`src/rtl/mnist_bnn_classifier.sv`:
```
// Binary template-matching classifier for 14x14 binarized MNIST images.
// One template row is compared per cycle; ten classes take 140 cycles in total.
module mnist_bnn_classifier #(
    parameter logic [1959:0] WEIGHTS = '0
) (
    input  logic         clk,
    input  logic         reset_n,
    input  logic [195:0] image_data,
    input  logic         image_ready,
    output logic [3:0]   digit,
    output logic [7:0]   score,
    output logic         digit_valid,
    output logic         busy
);

    typedef enum logic [1:0] {IDLE, ACCUM, DONE} state_t;

    function automatic logic [3:0] popcount14(input logic [13:0] v);
        logic [3:0] n;
        n = '0;
        for (int i = 0; i < 14; i++) begin
            n = n + {3'd0, v[i]};
        end
        return n;
    endfunction

    state_t       state_q, state_d;
    logic         image_ready_q, image_ready_d;
    logic [195:0] img_q, img_d;
    logic [3:0]   cls_q, cls_d;
    logic [3:0]   row_q, row_d;
    logic [7:0]   acc_q, acc_d;
    logic [7:0]   best_score_q, best_score_d;
    logic [3:0]   best_class_q, best_class_d;
    logic [3:0]   digit_q, digit_d;
    logic [7:0]   score_q, score_d;
    logic         valid_q, valid_d;

    logic         start;
    logic [7:0]   img_idx;
    logic [10:0]  w_idx;
    logic [13:0]  img_row;
    logic [13:0]  w_row;
    logic [3:0]   match_cnt;
    logic [7:0]   total;
    logic [7:0]   win_score;
    logic [3:0]   win_class;

    // Row r of the image and of class c's template sit at fixed MSB-first offsets.
    always_comb begin
        start     = image_ready & ~image_ready_q;
        img_idx   = 8'd195 - 8'd14 * {4'd0, row_q};
        w_idx     = 11'd1959 - 11'd196 * {7'd0, cls_q} - 11'd14 * {7'd0, row_q};
        img_row   = img_q[img_idx -: 14];
        w_row     = WEIGHTS[w_idx -: 14];
        match_cnt = popcount14(~(img_row ^ w_row));
        total     = acc_q + {4'd0, match_cnt};
    end

    always_comb begin
        state_d       = state_q;
        image_ready_d = image_ready;
        img_d         = img_q;
        cls_d         = cls_q;
        row_d         = row_q;
        acc_d         = acc_q;
        best_score_d  = best_score_q;
        best_class_d  = best_class_q;
        digit_d       = digit_q;
        score_d       = score_q;
        valid_d       = valid_q;
        win_score     = best_score_q;
        win_class     = best_class_q;

        case (state_q)
            IDLE, DONE: begin
                if (start) begin
                    img_d        = image_data;
                    cls_d        = '0;
                    row_d        = '0;
                    acc_d        = '0;
                    best_score_d = '0;
                    best_class_d = '0;
                    valid_d      = 1'b0;
                    state_d      = ACCUM;
                end
            end
            ACCUM: begin
                if (row_q == 4'd13) begin
                    // Strict compare so a tie keeps the lower class index.
                    if (cls_q == 4'd0 || total > best_score_q) begin
                        win_score = total;
                        win_class = cls_q;
                    end
                    best_score_d = win_score;
                    best_class_d = win_class;
                    acc_d        = '0;
                    row_d        = '0;
                    if (cls_q == 4'd9) begin
                        digit_d = win_class;
                        score_d = win_score;
                        valid_d = 1'b1;
                        state_d = DONE;
                    end else begin
                        cls_d = cls_q + 4'd1;
                    end
                end else begin
                    acc_d = total;
                    row_d = row_q + 4'd1;
                end
            end
            default: state_d = IDLE;
        endcase
    end

    always_ff @(posedge clk or negedge reset_n) begin
        if (!reset_n) begin
            state_q       <= IDLE;
            image_ready_q <= 1'b0;
            img_q         <= '0;
            cls_q         <= '0;
            row_q         <= '0;
            acc_q         <= '0;
            best_score_q  <= '0;
            best_class_q  <= '0;
            digit_q       <= '0;
            score_q       <= '0;
            valid_q       <= 1'b0;
        end else begin
            state_q       <= state_d;
            image_ready_q <= image_ready_d;
            img_q         <= img_d;
            cls_q         <= cls_d;
            row_q         <= row_d;
            acc_q         <= acc_d;
            best_score_q  <= best_score_d;
            best_class_q  <= best_class_d;
            digit_q       <= digit_d;
            score_q       <= score_d;
            valid_q       <= valid_d;
        end
    end

    assign digit       = digit_q;
    assign score       = score_q;
    assign digit_valid = valid_q;
    assign busy        = (state_q == ACCUM);

endmodule

```
`config.mk`:
```
export PLATFORM = sky130hd
export DESIGN_NAME = mnist_bnn_classifier
export DESIGN_NICKNAME = d
export VERILOG_FILES = /design/src/rtl/mnist_bnn_classifier.sv
export SDC_FILE = /design/constraint.sdc
export NUM_CORES = 1
export LEC_CHECK = 0
export CORE_MARGIN = 2
export CORE_UTILIZATION = 45
export CTS_BUF_LIST = sky130_fd_sc_hd__clkbuf_8
export DETAILED_ROUTE_END_ITERATION = 8
export PLACE_DENSITY = 0.69
export SYNTH_ARGS = -nofsm -noshare
export SYNTH_HDL_FRONTEND = slang
export SYNTH_SLANG_ARGS = --single-unit
```
`constraint.sdc`:
```
create_clock -name clk -period 8.7 [get_ports clk]
set_input_delay 1.305 -clock clk [delete_from_list [all_inputs] [get_ports clk]]
set_output_delay 1.305 -clock clk [all_outputs]
set_load 0.005 [all_outputs]
```
# Word level (Yosys, flattened, before mapping)
# Cells that the tools add are included.
dict set report totals {
  register_bits 240
}
dict set report op_classes {
  n_addsub 19
  mul 3
  magnitude_cmp 1
  n_eq_ne 8
  n_shift 2
  n_mux 23
  n_bitwise 4
  reduce_logical 12
}
# cell n
set ops {}
lappend ops {{1973-bit by 12-bit variable part select with 14-bit output, first input constant} 1}
lappend ops {{209-bit by 9-bit variable part select with 14-bit output} 1}
lappend ops {{4-bit by 1-bit adder with 4-bit output} 10}
lappend ops {{8-bit two-way mux} 4}
lappend ops {{8-bit one-hot mux with 2 select lines} 2}
lappend ops {{4-bit two-way mux} 6}
lappend ops {{4-bit one-hot mux with 2 select lines} 3}
lappend ops {{3-bit by 4-bit multiplier with 7-bit output, first input constant} 2}
lappend ops {{14-bit NOT} 1}
lappend ops {{14-bit XOR} 1}
lappend ops {{11-bit subtractor, first input constant} 1}
lappend ops {{11-bit by 8-bit subtractor with 11-bit output} 1}
lappend ops {{6-bit by 4-bit multiplier with 9-bit output, first input constant} 1}
lappend ops {{3-bit AND reduction} 3}
lappend ops {{4-bit by 1-bit adder with 4-bit output, second input constant} 2}
lappend ops {{8-bit by 4-bit adder with 8-bit output} 1}
lappend ops {{4-bit equality test, second input constant} 2}
lappend ops {{8-bit > comparator} 1}
lappend ops {{4-bit AND reduction} 2}
lappend ops {{8-bit subtractor, first input constant} 1}
lappend ops {{2-bit two-way mux} 3}
lappend ops {{3-bit by 1-bit adder with 4-bit output} 1}
lappend ops {{4-bit logical NOT} 1}
lappend ops {{2-bit by 1-bit != test with 1-bit output, second input constant} 2}
lappend ops {{15 further kinds} 19}

# Depth between registers and ports, before layout
# Gate-level depths: netlist of the first run.
dict set report depth {
  word_depth 25
  depth_mapped 36
  ltp_nobuf 32
}

# Worst setup path before layout of the first run
# No wires, ideal clock.
dict set report synth_path {
  kind {register to register}
  from {reg row_q[2]}
  to {reg best_score_q[7]}
  setup_time_ps 68
  t_arrival_ps 8808
  t_required_ps 8632
  path_slack_ps -176
  stages_incl_launch_ff 35
  path_cell_list {dfrtp_1 fa_1 ha_1 inv_1 fa_1 buf_2 xnor2_2 buf_2 buf_2 a21oi_1 a2111oi_0 nor3_1 nor4_2 fa_1 inv_1 fa_1 fa_1 inv_1 fa_1 fa_1 inv_1 fa_1 nor2b_1 o21ai_0 a21boi_0 o21ai_0 xnor2_1 ha_1 a21o_1 a21oi_1 nor2b_1 a221oi_1 o31ai_1 clkbuf_1 a22o_1}
}
dict set report synth_between {
  elab_chain_len 24
  elab_cells_between_ends 30
}
# element line_no
set synth_lines {}
lappend synth_lines {{start: declaration} 31} ;# logic [3:0] row_q, row_d;
lappend synth_lines {{start signal: assignment} 134} ;# row_q <= row_d;
lappend synth_lines {{3-bit by 4-bit multiplier with 7-bit output} {52, 53}}
lappend synth_lines {{11-bit by 8-bit subtractor with 11-bit output / 8-bit subtractor (equally long branches)} {53, 52}}
lappend synth_lines {{1973-bit by 12-bit variable part select with 14-bit output / 209-bit by 9-bit variable part select with 14-bit output (equally long branches)} {55, 54}}
lappend synth_lines {{14-bit XOR} 56} ;# match_cnt = popcount14(~(img_row ^ w_row));
lappend synth_lines {{14-bit NOT} 56}
lappend synth_lines {{1-bit by 1-bit adder with 2-bit output} 22} ;# n = n + {3'd0, v[i]};
lappend synth_lines {{2-bit by 1-bit adder with 3-bit output} 22}
lappend synth_lines {{3-bit by 1-bit adder with 4-bit output} 22}
lappend synth_lines {{4-bit by 1-bit adder with 4-bit output (10 in series)} 22}
lappend synth_lines {{8-bit by 4-bit adder with 8-bit output} 57} ;# total = acc_q + {4'd0, match_cnt};
lappend synth_lines {{8-bit > comparator} 91} ;# if (cls_q == 4'd0 || total > best_score_q) begin
lappend synth_lines {{1-bit logical OR} 91}
lappend synth_lines {{8-bit two-way mux} 91}
lappend synth_lines {{8-bit two-way mux} 89} ;# if (row_q == 4'd13) begin
lappend synth_lines {{8-bit one-hot mux with 2 select lines} 75} ;# case (state_q)
lappend synth_lines {{end signal: assignment} 136} ;# best_score_q <= best_score_d;
lappend synth_lines {{end: declaration} 33} ;# logic [7:0] best_score_q, best_score_d;
# Several ways; a longest one is shown, not always the timed one. The select of a mux whose other input is x is not followed.
# A chain may end at the register's enable or synchronous reset.

# Final worst setup path of the first run
dict set report layout_path {
  from {reg row_q[0]}
  to {reg score_q[4], in the netlist score[4]}
}
dict set report layout_between {
  elab_chain_len 22
  elab_cells_between_ends 27
}
# element line_no
set layout_lines {}
lappend layout_lines {{3-bit by 4-bit multiplier with 7-bit output} {52, 53}}
lappend layout_lines {{11-bit by 8-bit subtractor with 11-bit output / 8-bit subtractor (equally long branches)} {53, 52}}
lappend layout_lines {{1973-bit by 12-bit variable part select with 14-bit output / 209-bit by 9-bit variable part select with 14-bit output (equally long branches)} {55, 54}}
lappend layout_lines {{14-bit XOR} 56}
lappend layout_lines {{14-bit NOT} 56}
lappend layout_lines {{1-bit by 1-bit adder with 2-bit output} 22}
lappend layout_lines {{2-bit by 1-bit adder with 3-bit output} 22}
lappend layout_lines {{3-bit by 1-bit adder with 4-bit output} 22}
lappend layout_lines {{4-bit by 1-bit adder with 4-bit output (10 in series)} 22}
lappend layout_lines {{8-bit by 4-bit adder with 8-bit output} 57}
lappend layout_lines {{8-bit > comparator} 91}
lappend layout_lines {{1-bit logical OR} 91}
lappend layout_lines {{8-bit two-way mux} 91}
lappend layout_lines {{end signal: assignment} 139} ;# score_q <= score_d;
lappend layout_lines {{end: declaration} 36} ;# logic [7:0] score_q, score_d;
# Several ways; a longest one is shown, not always the timed one.

==> reports/results.tsv, run 1 <==
metric	value	unit
overflow	0	
rr_endpoint	score[4]$_DFFE_PN0P_	
dr.pass1.iters	5	
htreeDepth	2	
area_growth	23.7	%
synth_commonest_cells	nand2_1 (780), dfrtp_1 (240), mux2i_1 (158)	
core_area	39500	um2
tns	0	ns
vias	16300	
ant_nets	0	
fin_area	22200	um2
port_buffers	212	
yosys_register_bits	240	
max_freq	119	MHz
ys.warnings.count	0	
required	9.18	ns
holdPathStages	2	
finalSetupViolations	0	
status	finished clean	
synth_top_area_frac	0.335	
ys_top_cells_by_area	dfrtp_1 (33%), nand2_1 (16%), mux4_2 (9.3%), mux2i_1 (8.8%), mux2_2 (3.3%)	
grt_util_all_layers	0.284	
worstSetupEndpointType	flip-flop	
grt_max_degree	131	
synthDistinctLibCells	80	
hold_class	flip-flop to flip-flop	
max_stage_delay	0.61	ns
clk_pin_slew	0.06	ns
cpMostUsedCell	fa_1	
arrival	8.90	ns
grt_pass1_wl	92400	um
grt_pass1_vias	16500	
gp_routability_congestion	0.993	
postPlaceCellArea	21100	um2
cts_tree	built	
cts_buffers	40	
die_w	204	um
crit_fanout	8	
ioPinCount	213	
synthArstFlopShare	1.00	
cts_buffer_depth	3	
cap_viol_max_count	0	
routed_wl	58400	um
clock_sinks	240	
drive_gt1_frac	0.169	
synthCells	2098	
fin_skew	0.0212	ns
dp_hpwl	45300	um
tightest_slew	1.09	ns
rr_startpoint	row_q[0]$_DFFE_PN0P_	
die_y	204	um
fin_nets	2582	
slew_viol_final	0	
finalHoldViolCount	0	
period_needed	8.41	ns
start_util	0.454	
synth-edff-count	0	
hold_start	score[7]$_DFFE_PN0P_	
r2r_slack	0.29	ns
wl_per_cell	20.2	um
holdPathEnd	score[7]$_DFFE_PN0P_	
syn_avg_cell_area	8.55	um2
rows	73	
ys_seq_area_frac	0.335	
initialDrtViolationCount	1094	
yosys.area.top_type	dfrtp_1	
route.detailed.drc	0	
fin_crit_sh	0.967	
clk-insertion-delay-late	0.60	ns
synth_flop_cell	dfrtp_1	
critPathKind	flip-flop to flip-flop	
crit_slowest_cell	fa_2	
routed_via_density	5.65	
critical_path.startpoint_type	flip-flop	
die_area	41500	um2
slew_headroom	0.269	
synth_nets	2339	
synth_area	17900	um2
r2r_cells	34	
clockRootBuffer	clkbuf_8	
antenna_found_initial	1	
yosysMostFrequentCell	nand2_1	
[layout by cell type, fill, tap and decap left out, types with 51 or more instances in the layout]
| cell type | n |
|---|---|
| nand2_1 | 780 |
| dfrtp_1 | 238 |
| clkdlybuf4s50_1 | 211 |
| mux2i_1 | 158 |
| buf_4 | 131 |
| nor2_1 | 78 |
| mux4_2 | 74 |
| a21oi_1 | 65 |
| mux2_2 | 52 |
| o21ai_0 | 51 |
[metal layers]
metal	share of wire	vias to the layer above	global-route usage	wire, um
li1	-	7779	-	-
met1	0.44	8007	0.390	25900
met2	0.48	466	0.473	28000
met3	0.051	88	0.0332	3000
met4	0.026	0	0.0860	1520
met5	0	-	0	0
[logic make-up (layout without fill, tap and decap cells)]
kind of cell / Yosys count / in the layout / synth area share
mux: 288 / 288 / 0.217
flops: 240 / 240 / 0.335
other cells: 0 / 1 / 0
buf+inv: 195 / 465 / 0.0548
fa+ha+maj: 42 / 42 / 0.0351
xor+xnor: 19 / 19 / 0.0130
compound gates: 333 / 333 / 0.127
simple gates: 981 / 981 / 0.219
[final cells by class]
cell class | count | area, um2
Sequential cell | 240 | 6010
Fill cell | 3673 | 17400
Antenna cell | 1 | 2.50
Tap cell | 525 | 657
Clock buffer | 48 | 661
Inverter | 33 | 126
Clock inverter | 21 | 148
Multi-Input combinational cell | 1663 | 11200
Timing Repair Buffer | 363 | 3410
[critical path, delay by kind of cell, from the launching register on]
| kind | cells | cell delay [ns] |
|---|---|---|
| adders and majority gates | 10 | 4.07 |
| xor gates and xnor gates | 2 | 0.35 |
| DFF | 1 | 0.48 |
| and+or+nand+nor | 5 | 0.99 |
| buffers and inverters | 8 | 0.80 |
| AOI/OAI and AO/OA | 9 | 1.57 |
[stage by stage]
step	util	hold slack [ns]	setup slack (ns)	std cells
floorplan	-	0.456	0.0236	2098
global placement	0.534	0.461	-0.162	2814
detailed placement	0.534	0.467	-0.363	2814
CTS	0.557	0.483	0.0274	2887
global route	0.561	0.516	-0.0523	2893
finish	0.561	0.477	0.286	2894
[flip-flops by register name (all words and copies together) (netlist names)]
register       count
best_score_q       8
digit_valid        1
state_q            2
row_q              4
best_class_q       4
cls_q              4
score              8
digit              4
img_q            196
image_ready_q      1
acc_q              8
[how the worst max path moves through the flow]
| stage | start | endpoint | slack, ns | cells past startpoint |
|---|---|---|---|---|
| global placement | row_q[0]$_DFFE_PN0P_ | best_class_q[3]$_DFFE_PN0P_ | -0.16 | 33 |
| CTS | row_q[1]$_DFFE_PN0P_ | best_score_q[1]$_DFFE_PN0P_ | 0.03 | 34 |
| detailed placement | row_q[0]$_DFFE_PN0P_ | digit[2]$_DFFE_PN0P_ | -0.36 | 33 |
| floorplan | row_q[0]$_DFFE_PN0P_ | best_score_q[7]$_DFFE_PN0P_ | 0.02 | 34 |
| global route | row_q[2]$_DFFE_PN0P_ | score[4]$_DFFE_PN0P_ | -0.05 | 34 |
| finish | row_q[0]$_DFFE_PN0P_ | score[4]$_DFFE_PN0P_ | 0.29 | 34 |
[timing repair]
item / in CTS / in global routing
hold buffers: 0 / 0
gates cloned: 0 / 2
setup endpoints to repair: 24 / 24
setup buffers: 4 / 5
pin swaps: 8 / 40
gates resized for setup: 16 / 47
Power of run 1 is not shown: default switching activity piles up to over one toggle a cycle in this logic, so the estimate is an artifact.
==> run 2, diff against run 1 <==
Settings changed: ABC_AREA set to 1, TNS_END_PERCENT set to 5.
==> run 2 against run 1 <==
Net effect: synthesized cell count is 42% higher; non-clock buffer count shrank 86; maximum frequency is 2.9% higher; die area increased by 2.2%; sequential cell count did not move; routed wire length up 10%; register-to-register slack better by 0.24 ns; critical endpoint is now best_score_q[7]$_DFFE_PN0P_.
==> reports/results.tsv, run 2 <==
metric	value	unit
slew_viol_final	0	
grt_util_all_layers	0.305	
rows	73	
crit_slowest_cell	fa_2	
die_area	42400	um2
r2r_slack	0.52	ns
clockRootBuffer	clkbuf_8	
critical_path.startpoint_type	flip-flop	
port_buffers	212	
routed_wl	64300	um
slew_headroom	0.395	
grt_pass1_vias	19200	
ys_top_cells_by_area	dfrtp_1 (33%), nand2_1 (29%), nand3_1 (17%), o21ai_0 (4.3%), buf_2 (3.6%)	
r2r_cells	39	
hold_class	flip-flop to flip-flop	
antenna_found_initial	0	
crit_start	row_q[0]$_DFFE_PN0P_	
synth-edff-count	0	
synth_commonest_cells	nand2_1 (1393), nand3_1 (608), dfrtp_1 (240)	
yosysMostFrequentCell	nand2_1	
rr_endpoint	best_score_q[7]$_DFFE_PN0P_	
finalSetupViolations	0	
crit_fanout	17	
htreeDepth	2	
holdPathEnd	digit[2]$_DFFE_PN0P_	
clk_pin_slew	0.06	ns
postPlaceCellArea	20800	um2
fin_nets	3352	
yosys_register_bits	240	
period_needed	8.18	ns
cts_buffer_depth	3	
start_util	0.458	
route.detailed.drc	0	
die_y	206	um
grt_max_degree	159	
hold_start	digit[2]$_DFFE_PN0P_	
fillers	4119	
path_buf_inv	8	
ys.warnings.count	0	
initialDrtViolationCount	1984	
cap_viol_max_count	0	
cpMostUsedCell	nand2_1	
synthArstFlopShare	1.00	
arrival	8.66	ns
ioPinCount	213	
critPathKind	flip-flop to flip-flop	
overflow	0	
max_freq	122	MHz
fin_skew	0.0173	ns
wl_per_cell	17.6	um
clk-insertion-delay-late	0.60	ns
finalHoldViolCount	0	
fin_area	21800	um2
cts_buffers	41	
area_growth	18.6	%
dr.pass1.iters	6	
rr_startpoint	row_q[0]$_DFFE_PN0P_	
synth_flop_cell	dfrtp_1	
cts_tree	built	
gp_routability_congestion	0.990	
diodes	0	
core_area	40000	um2
syn_avg_cell_area	6.14	um2
required	9.18	ns
clock_sinks	240	
grtUsageMet3	0.0454	
final_cell_mix	nand2_1 (1389), nand3_1 (608), dfrtp_1 (239)	
grt_pass1_wl	103000	um
routed_via_density	5.44	
whs	0.488	ns
synth_area	18300	um2
synthDistinctLibCells	36	
ant_nets	0	
mostFrequentLayoutCell	nand2_1	
die_w	206	um
drive_gt1_frac	0.0529	
grtUsageMet2	0.483	
synth_nets	3228	
crit_family	adder cells	
status	finished clean	
dp_hpwl	47800	um
synthCells	2987	
ys_seq_area_frac	0.327	
largest_reg_flops	196	
yosys.area.top_type	dfrtp_1	
top_usage_layer	met2	
holdPathStages	2	
synth_top_area_frac	0.327	
max_stage_delay	0.61	ns
rsz0062_at_grt	yes	
vias	19900	
fin_crit_sh	0.940	
tightest_slew	0.908	ns
met1_usage	0.436	
regMostFlops	img_q	
worstSetupEndpointType	flip-flop	
## run 2: changes by cell type after synthesis, sizes merged, moves of 38 or more
cell / before / now
inv: 33 / 126
nand3: 41 / 609
mux2: 56 / 0
a211oi: 38 / 0
mux4: 74 / 0
buf: 94 / 142
nand2: 780 / 1398
mux2i: 158 / 3
o21ai: 60 / 168
## run 2: worst reg2reg max path: cells and delay by family (launching register included)
family	cells	cell delay, ns
AOI/OAI and AO/OA	4	0.60
xor gates and xnor gates	1	0.23
adders and majority gates	10	4.43
buffers and inverters	8	0.70
DFF	1	0.51
and+or+nand+nor	16	1.58
## run 2: how the worst max path moves through the flow
stage / endpoint / slack, ns / depth (start not counted)
finish: best_score_q[7]$_DFFE_PN0P_ / 0.52 / 39
global route: best_score_q[7]$_DFFE_PN0P_ / -0.01 / 39
CTS: digit[1]$_DFFE_PN0P_ / 0.01 / 37
detailed placement: digit[1]$_DFFE_PN0P_ / -0.22 / 37
global placement: digit[0]$_DFFE_PN0P_ / 0.02 / 37
floorplan: best_class_q[2]$_DFFE_PN0P_ / 0.91 / 41
## run 2: logic make-up after synthesis
group                    count (synthesis)  share of synthesized area
multiplexers                             3                    0.00164
flip-flops                             240                      0.327
buffers and inverters                  325                     0.0775
XOR/XNOR                                 8                    0.00464
AND/OR/NAND/NOR                       2117                      0.481
adder cells (fa/ha/maj)                 42                     0.0344
AO/OA/AOI/OAI                          252                     0.0733
## run 2: routing by layer
| layer | wire length (um) | vias to the layer above |
|---|---|---|
| met5 | 0 | - |
| met3 | 3900 | 91 |
| met1 | 30000 | 9272 |
| li1 | - | 9898 |
| met2 | 29100 | 650 |
| met4 | 1280 | 0 |
## run 2: timing repair
item | 4_1_cts | 5_1_grt
hold buffers | 0 | 0
pin swaps | 0 | 3
setup endpoints to repair | 24 | 24
setup buffers | 0 | 4
gates cloned | 0 | 2
resized for setup | 1 | 36
## run 2: metrics by stage
stage               TNS (ns)  utilization  setup slack [ns]  instances
detailed placement     -4.02        0.520            -0.217       3587
finish                     0        0.544             0.525       3663
global route         -0.0148        0.544           -0.0148       3663
floorplan                  0            -             0.914       2987
CTS                        0        0.540            0.0135       3657
global placement           0        0.520            0.0217       3587
## run 2: final cells by class
class / count / area (um2) / share of cell area
multi-input cells: 2423 / 11000 / 0.506
inverters: 128 / 509 / 0.0234
clock inverters: 19 / 95.1 / 0.00437
flip-flops and latches: 240 / 6010 / 0.276
well taps: 525 / 657 / 0.0302
repair buffers: 277 / 2780 / 0.128
clock buffers: 51 / 702 / 0.0323
Power of run 2 is left out for the same reason.
